File: src/rtl/dmux8_scheduler.sv
// ---------------------------------------------------------------------------
// dmux8_scheduler
//
// Round-robin distributor that sequences an 8-way demultiplexer. A single
// producer hands items over a valid/ready handshake. Each accepted item is
// held in a one-entry buffer and steered to the next enabled consumer
// channel, searching cyclically from a rotating pointer.
//
// Optional build macro: DMUX8_SCHED_STATS_EN
//   When defined, adds a 16-bit wrapping count of output transfers
//   (xfer_count) and a registered stall flag (stall).
//
// Ports
//   clk        : system clock, all state changes on the rising edge
//   reset      : synchronous, active-high reset
//   in_valid   : producer offers in_data
//   in_data    : producer item (WIDTH bits)
//   in_ready   : scheduler takes in_data this cycle (combinational)
//   chan_en    : per-channel enable mask
//   out_ready  : per-consumer ready
//   out_valid  : one-hot (or zero) valid towards the consumers
//   out_data   : buffered item, shared by all channels
//   sel        : demux select, index of the addressed channel
//   busy       : buffer holds an item
//   xfer_count : (stats build) count of output transfers
//   stall      : (stats build) previous cycle held an item nobody took
// ---------------------------------------------------------------------------
module dmux8_scheduler #(
    parameter int WIDTH = 8
) (
    input  logic             clk,
    input  logic             reset,
    input  logic             in_valid,
    input  logic [WIDTH-1:0] in_data,
    output logic             in_ready,
    input  logic [7:0]       chan_en,
    input  logic [7:0]       out_ready,
    output logic [7:0]       out_valid,
    output logic [WIDTH-1:0] out_data,
    output logic [2:0]       sel,
`ifdef DMUX8_SCHED_STATS_EN
    output logic [15:0]      xfer_count,
    output logic             stall,
`endif
    output logic             busy
);

    typedef enum logic [0:0] {
        ST_EMPTY = 1'b0,
        ST_FULL  = 1'b1
    } state_t;

    state_t           r_state;
    state_t           w_state_nxt;
    logic [2:0]       r_ptr;
    logic [2:0]       w_ptr_nxt;
    logic [2:0]       r_sel;
    logic [2:0]       w_sel_nxt;
    logic [WIDTH-1:0] r_data;
    logic [WIDTH-1:0] w_data_nxt;
    logic [7:0]       r_out_valid;
    logic [7:0]       w_out_valid_nxt;
    logic             r_busy;

    logic             w_no_tgt;
    logic             w_out_xfer;
    logic             w_in_ready;
    logic             w_in_xfer;
    logic [2:0]       w_base;
    logic [3:0]       w_tgt_res;
    logic [2:0]       w_tgt;

    // Cyclic first-one search starting at base. Result is {found, index}.
    // Iterating from the farthest offset down lets the nearest hit win.
    function automatic logic [3:0] find_tgt(input logic [2:0] base,
                                            input logic [7:0] mask);
        logic [3:0] res;
        logic [2:0] idx;
        res = 4'b0000;
        for (int k = 7; k >= 0; k--) begin
            idx = base + k[2:0];
            if (mask[idx]) begin
                res = {1'b1, idx};
            end else begin
                res = res;
            end
        end
        return res;
    endfunction

    assign w_no_tgt   = (chan_en == 8'h00);
    assign w_out_xfer = (r_state == ST_FULL) & out_ready[r_sel];
    // A slot freed this cycle may be refilled at once, giving 1 item/cycle.
    assign w_in_ready = ~reset & ~w_no_tgt & ((r_state == ST_EMPTY) | w_out_xfer);
    assign w_in_xfer  = in_valid & w_in_ready;
    // The new item's search starts after the channel that is draining now.
    assign w_base     = w_out_xfer ? (r_sel + 3'd1) : r_ptr;
    assign w_tgt_res  = find_tgt(w_base, chan_en);
    assign w_tgt      = w_tgt_res[2:0];

    // Next-state, buffer and select computation.
    always_comb begin
        w_state_nxt = r_state;
        w_sel_nxt   = r_sel;
        w_data_nxt  = r_data;
        w_ptr_nxt   = r_ptr;
        if (w_out_xfer) begin
            w_ptr_nxt = r_sel + 3'd1;
        end else begin
            w_ptr_nxt = r_ptr;
        end
        case (r_state)
            ST_EMPTY: begin
                if (w_in_xfer) begin
                    w_state_nxt = ST_FULL;
                    w_data_nxt  = in_data;
                    w_sel_nxt   = w_tgt;
                end else begin
                    w_state_nxt = ST_EMPTY;
                end
            end
            ST_FULL: begin
                if (w_out_xfer && w_in_xfer) begin
                    w_state_nxt = ST_FULL;
                    w_data_nxt  = in_data;
                    w_sel_nxt   = w_tgt;
                end else if (w_out_xfer) begin
                    // sel deliberately keeps its last value when emptying
                    w_state_nxt = ST_EMPTY;
                end else begin
                    w_state_nxt = ST_FULL;
                end
            end
            default: begin
                w_state_nxt = ST_EMPTY;
            end
        endcase
        if (w_state_nxt == ST_FULL) begin
            w_out_valid_nxt = 8'd1 << w_sel_nxt;
        end else begin
            w_out_valid_nxt = 8'h00;
        end
    end

    // State, buffer, pointer and registered output update.
    always_ff @(posedge clk) begin
        if (reset) begin
            r_state     <= ST_EMPTY;
            r_ptr       <= 3'd0;
            r_sel       <= 3'd0;
            r_data      <= '0;
            r_out_valid <= 8'h00;
            r_busy      <= 1'b0;
        end else begin
            r_state     <= w_state_nxt;
            r_ptr       <= w_ptr_nxt;
            r_sel       <= w_sel_nxt;
            r_data      <= w_data_nxt;
            r_out_valid <= w_out_valid_nxt;
            r_busy      <= (w_state_nxt == ST_FULL);
        end
    end

`ifdef DMUX8_SCHED_STATS_EN
    logic [15:0] r_xfer_count;
    logic        r_stall;

    // Transfer counter (wraps naturally) and stall flag.
    always_ff @(posedge clk) begin
        if (reset) begin
            r_xfer_count <= 16'd0;
            r_stall      <= 1'b0;
        end else begin
            if (w_out_xfer) begin
                r_xfer_count <= r_xfer_count + 16'd1;
            end else begin
                r_xfer_count <= r_xfer_count;
            end
            r_stall <= (r_state == ST_FULL) & ~out_ready[r_sel];
        end
    end

    assign xfer_count = r_xfer_count;
    assign stall      = r_stall;
`endif

    assign in_ready  = w_in_ready;
    assign out_valid = r_out_valid;
    assign out_data  = r_data;
    assign sel       = r_sel;
    assign busy      = r_busy;

endmodule

File: config.mk
export PLATFORM = sky130hd
export DESIGN_NAME = dmux8_scheduler
export DESIGN_NICKNAME = d
export VERILOG_FILES = /design/src/rtl/dmux8_scheduler.sv
export SDC_FILE = /design/constraint.sdc
export NUM_CORES = 1
export LEC_CHECK = 0
export CAP_MARGIN = 20
export CORE_MARGIN = 2
export CORE_UTILIZATION = 30
export CTS_BUF_LIST = sky130_fd_sc_hd__clkbuf_16
export DETAILED_ROUTE_END_ITERATION = 10
export PLACE_DENSITY = 0.56
export SETUP_SLACK_MARGIN = 0.3
export SKIP_LAST_GASP = 1
export SYNTH_ARGS = -nofsm -noshare
export SYNTH_HDL_FRONTEND = slang
export SYNTH_SLANG_ARGS = --single-unit
File: constraint.sdc
create_clock -name clk -period 9.83 [get_ports clk]
set_clock_uncertainty 0.1 [all_clocks]
set_input_delay 0.983 -clock clk [delete_from_list [all_inputs] [get_ports clk]]
set_output_delay 0.983 -clock clk [all_outputs]
set_load 0.01 [all_outputs]
# == Yosys cells after proc, flatten, opt, wreduce, memory -nomap -nowiden ==
# Cells that the tools add are included.
# totals
register_bits,23
out_inout_bits,21
wordCells,75
# classes
add_sub_neg,8
n_lt_le_gt_ge,9
n_eq_ne,2
shift,1
n_mux,37
bitwise,9
reduce_logical,4
# ops
op,n
"3-bit by 4-bit less-than comparator with 1-bit output, second input constant",9
3-bit 2-to-1 mux,11
1-bit binary-select mux with 3-bit select,9
8-bit 2-to-1 mux,2
8-bit one-hot mux with 2 select lines,1
"3-bit adder, second input constant",4
1-bit 2-to-1 mux,12
8-bit zero test,1
"1-bit by 3-bit << shifter with 8-bit output, first input constant",1
"3-bit by 1-bit adder with 3-bit output, second input constant",2
"3-bit by 2-bit adder with 3-bit output, second input constant",2
3-bit one-hot mux with 2 select lines,1
1-bit bitwise AND,4
1-bit NOT,4
"2-bit by 1-bit inequality test with 1-bit output, second input constant",1
"2-bit inequality test, second input constant",1
1-bit one-hot mux with 2 select lines,1
2-bit AND reduction,1
2-bit OR reduction,1
1-bit logical AND,1
1-bit bitwise OR,1

# == Longest topological paths before layout ==
# depth
word_depth,18
mapped_depth,19
mapped_depth_nobuf,16

# == Worst setup path before layout ==
# Ideal clock, no wire load.
# synth_timing
kind,in2reg
start,in out_ready[1]
end,"reg r_out_valid[5], in the netlist out_valid[5]"
t_arrival_ps,4630
t_required_ps,9613
path_slack_ps,4983
cell_stages,16
path_buffers,2
cell_sequence,mux2_1 -> o22a_1 -> nand3_2 -> mux2_2 -> buf_2 -> ha_1 -> nand2b_1 -> a2111oi_0 -> or2_2 -> buf_2 -> mux4_2 -> a211oi_1 -> a211oi_2 -> o21ai_1 -> o21a_1 -> and4bb_1
# synth_via
elab_chain_cells,18
word_cells_on_any_way,49
cone_classes,add/sub (7); shift (1); mux (34); bitwise (5); reduce/logical (2)
# synth_rtl
element,line,text
from (decl),37,"input logic [7:0] out_ready,"
1-bit binary-select mux with 3-bit select *,92,assign w_out_xfer = (r_state == ST_FULL) & out_ready[r_sel];
1-bit 2-to-1 mux (implied by the code) *,92,
1-bit bitwise AND *,92,
3-bit 2-to-1 mux *,97,assign w_base = w_out_xfer ? (r_sel + 3'd1) : r_ptr;
net w_base[1],69,logic [2:0] w_base;
3-bit adder,81,idx = base + k[2:0];
1-bit binary-select mux with 3-bit select,82,if (mask[idx]) begin
1-bit 2-to-1 mux (implied by the code),82,
3-bit 2-to-1 mux (7 in a row),82,
3-bit 2-to-1 mux *,82,
"3-bit 2-to-1 mux, on equally long branches","123, 114",
3-bit one-hot mux with 2 select lines *,112,case (r_state)
1-bit by 3-bit << shifter with 8-bit output *,139,w_out_valid_nxt = 8'd1 << w_sel_nxt;
to (signal assigned),159,r_out_valid <= w_out_valid_nxt;
to (decl),61,logic [7:0] r_out_valid;
# Mark *: on every way through the listed nets, which the timed path passes. The rest lies on a longest branch. The select of a mux whose other input is x is not followed.
# A chain may end at the register's enable or synchronous reset.

# == Worst setup path after layout ==
# layout_timing
start,in out_ready[1]
end,"reg r_out_valid[7], in the netlist out_valid[7]"
# layout_via
elab_chain_cells,18
word_cells_on_any_way,49
cone_classes,add/sub (7); shift (1); mux (34); bitwise (5); reduce/logical (2)
# layout_rtl
element,line
1-bit binary-select mux with 3-bit select *,92
1-bit 2-to-1 mux (implied by the code) *,92
1-bit bitwise AND *,92
3-bit 2-to-1 mux,97
3-bit adder,81
1-bit binary-select mux with 3-bit select,82
1-bit 2-to-1 mux (implied by the code),82
3-bit 2-to-1 mux (8 in a row),82
"3-bit 2-to-1 mux, on equally long branches","123, 114"
3-bit one-hot mux with 2 select lines,112
1-bit by 3-bit << shifter with 8-bit output,139
# Every way passes the cells marked *; elsewhere a longest branch is shown, timed or not. The select of a mux whose other input is x is not followed.

==> impl_metrics.yaml <==
timing:
  fin_tns_setup_ns: 0
  post-route-period-util: 0.5727
  finalSetupViolations: 0
  hold_viol: 0
  clock.fmax_mhz: 177.6
  rsz0062_at_grt: "no"
  fin_crit_ns: 5.630
  maxSlewHeadroom: 0.4673
  tightest_slew_ns: 0.7789
  setup_slack_ns: 4.200
  slew_viol_final: 0
final_layout:
  final_cells: 391
  fillCellCount: 727
  area_delta_synth_final_pct: 25.64
  antenna_cells: 0
  layout-drive-gt1-share: 0.09492
  final_nets: 326
  final-seq-area_um2: 460.4
  multi_input_area_um2: 1563
drt:
  drc: 0
  wl_um: 6158
  vias_per_cell: 5.465
  ant_nets: 0
  routed_wire_length_per_instance_um: 15.75
  dr.pass1.iters: 4
  vias: 2137
  drt_iter0_markers: 133
pwr:
  power.leakage_nw: 0.9813
  powerDensity_nw_per_um2: 150.3
  clkPwrFrac: 0.206
  switching_share: 0.4026
  p_switching_mw: 0.1648
  total_power_mw: 0.4093
  combPwrFrac: 0.521
  max-vdd-ir-drop_uv: 74.44
  p_int_mw: 0.2445
  seqPwrFrac: 0.273
logic_synthesis:
  synth_edf_count: 0
  syn_inst: 264
  netlist_area_um2: 2167
  synth.yosys.seq_area_share: 0.2125
  ys_warn_count: 0
  synth_seq_cells: 23
  synth.distinct_cells: 58
  syn-num-nets: 294
  ys.flop_type: "dfxtp_1"
  async_reset_ff_frac: 0
  avgSynthCellArea_um2: 8.209
clocking:
  cts_setup_buffers: 0
  ctsHtreeMaxLevel: 1
  cts.sinks: 23
  cts_hold_buffers: 0
  cts-root-buf: "clkbuf_16"
  cts_tree: "built"
  cts_resized: 0
  cts_made_buffers: 3
  insertion_delay_ns: 0.25
  path_clk_slew_ns: 0.06
  cts_max_path_buffers: 2
hold_path:
  holdCritStartpoint: "out_data[1]$_SDFFE_PP0P_"
  hold_path_end: "out_data[1]$_SDFFE_PP0P_"
  hp-class: "flip-flop to flip-flop"
  hold-path-cell-count: 2
floorplan:
  num_io_pins: 48
  die_h_um: 88.99
  die_area_um2: 7919
  rows: 30
  start_util: 0.3138
  chipWidth_um: 88.99
  core_um2: 6907
critical_path:
  r2r_cells: 15
  cp-start-kind: "primary input"
  cp_cell_sequence: "clkdlybuf4s50_1 -> mux2_1 -> o22a_1 -> nand3_2 -> mux2_2 -> inv_1 -> ha_1 -> nand2_1 -> a2111oi_0 -> nor2_1 -> mux2i_1 -> mux2_2 -> o2111ai_1 -> o21ai_1 -> o21a_1 -> nor4b_2"
  max_stage_delay_ns: 0.50
  crit_path_end_kind: "flip-flop"
  r2r_slack_ns: 4.44
  cp_slowest_cell: "a2111oi_0"
  crit_family: "compound AO/OA/AOI/OAI gates"
  crit_fanout: 14
  cp.required_ns: 9.90
  reg2reg_to: "out_valid[7]$_SDFF_PP0_"
  cp_data_arrival_time_ns: 5.70
  reg2reg_from: "sel[0]$_SDFF_PP0_"
  cp_num_buf_inv: 2
  path_class: "primary input to flip-flop"
  crit_top_cell: "mux2_2"
global_route:
  grt_max_degree: 19
  grt.overflow.total: 0
  grt_antenna_before_repair: 0
  first_global_vias: 1906
  grt_usage: 0.1574
  grt_pass1_wl_um: 9922
run_status:
  status: "finished, final reports clean"
placed_design:
  dpl.hpwl_um: 4673
  gp_congestion: 0.9368
  io_buffers: 47
  post-place-cells: 387
  dpl_worst_slack_ns: 4.021
run:
  drv_cap: 0
cell type report:
| class | instances | share of cell area |
|---|---|---|
| inverter | 8 | 0.01103 |
| clock inverter | 1 | 0.001379 |
| sequential | 23 | 0.1691 |
| multi-input combinational | 213 | 0.5740 |
| timing repair buffer | 47 | 0.1728 |
| clock buffer | 3 | 0.02757 |
| tap | 96 | 0.04412 |
state kept, by name, indices dropped and copies added, names as in the netlist:
| signal | cells |
|---|---|
| busy | 1 |
| sel | 3 |
| out_valid | 8 |
| r_ptr | 3 |
| out_data | 8 |
routing by layer:
metal | share of wire | routed length, um | track usage
met4 | 0.015 | 93 | 0.03664
met1 | 0.47 | 2919 | 0.2329
met3 | 0.057 | 349 | 0.02124
met5 | 0 | 0 | 0
met2 | 0.45 | 2795 | 0.2422
per-stage QoR:
step,cell area (um2),hold slack [ns],util
3_3_place_gp,2644,0.3741,0.3828
2_1_floorplan,2167,0.4354,-
6_report,2723,0.4033,0.3942
5_1_grt,2723,0.4344,0.3942
4_1_cts,2723,0.4021,0.3942
3_5_place_dp,2644,0.3865,0.3828
synth_stat cells, drive strengths merged (4+ instances only):
cell type,n,area (um2)
a311oi,7,92.59
buf,13,87.58
nor2,29,108.9
o21ai,6,30.03
nor3,6,30.03
o211ai,4,30.03
mux2i,20,200.2
a211oi,5,42.54
clkbuf,7,26.28
a32oi,7,61.31
a21oi,8,43.79
nand2,31,116.4
inv,8,30.03
mux2,9,108.9
a2111oi,10,88.84
nand2b,13,81.33
o22ai,4,37.53
dfxtp,23,460.4
placed cells by master (no fill, tap or decap), types with 7 or more instances in the layout:
master	n
nor2_1	29
clkdlybuf4s50_1	47
a32oi_1	7
mux2i_1	20
a2111oi_0	9
a21oi_1	7
nand2_1	31
inv_1	9
dfxtp_1	23
nand2b_1	13
kinds of logic (layout without fill, tap and decap cells):
logic type | Yosys count | count (layout) | share of synthesized area
AND/OR/NAND/NOR | 103 | 103 | 0.2413
adder cells (fa/ha/maj) | 3 | 3 | 0.01732
XOR/XNOR | 4 | 4 | 0.01617
flip-flops | 23 | 23 | 0.2125
multiplexers | 31 | 31 | 0.1634
buffers and inverters | 28 | 59 | 0.06640
AO/OA/AOI/OAI | 72 | 72 | 0.2829
worst max-delay path by stage:
stage                         endpoint          from  cells after the start  slack (ns)
6_report       out_valid[7]$_SDFF_PP0_  out_ready[1]                     16        4.20
3_5_place_dp   out_valid[7]$_SDFF_PP0_  out_ready[1]                     16        4.02
4_1_cts        out_valid[7]$_SDFF_PP0_  out_ready[1]                     16        4.26
3_3_place_gp   out_valid[7]$_SDFF_PP0_  out_ready[1]                     16        4.00
5_1_grt        out_valid[3]$_SDFF_PP0_  out_ready[1]                     16        3.90
2_1_floorplan  out_valid[5]$_SDFF_PP0_  out_ready[1]                     16        4.98
tightest hold or removal path, cell delays in order, from the launching register on:
cell     delay [ns]
dfxtp_1        0.32
mux2i_1        0.07
nor2_1         0.08
power by group through the flow:
| stage | registers [mW] | logic [mW] | clock network (mW) |
|---|---|---|---|
| 2_1_floorplan | 0.108 | 0.162 | 0 |
| 3_3_place_gp | 0.114 | 0.211 | 0 |
| 3_5_place_dp | 0.114 | 0.210 | 0 |
| 4_1_cts | 0.112 | 0.211 | 0.0870 |
| 5_1_grt | 0.113 | 0.232 | 0.0920 |
| 6_report | 0.112 | 0.213 | 0.0843 |
No activity file was read; power rests on OpenSTA's default activity.
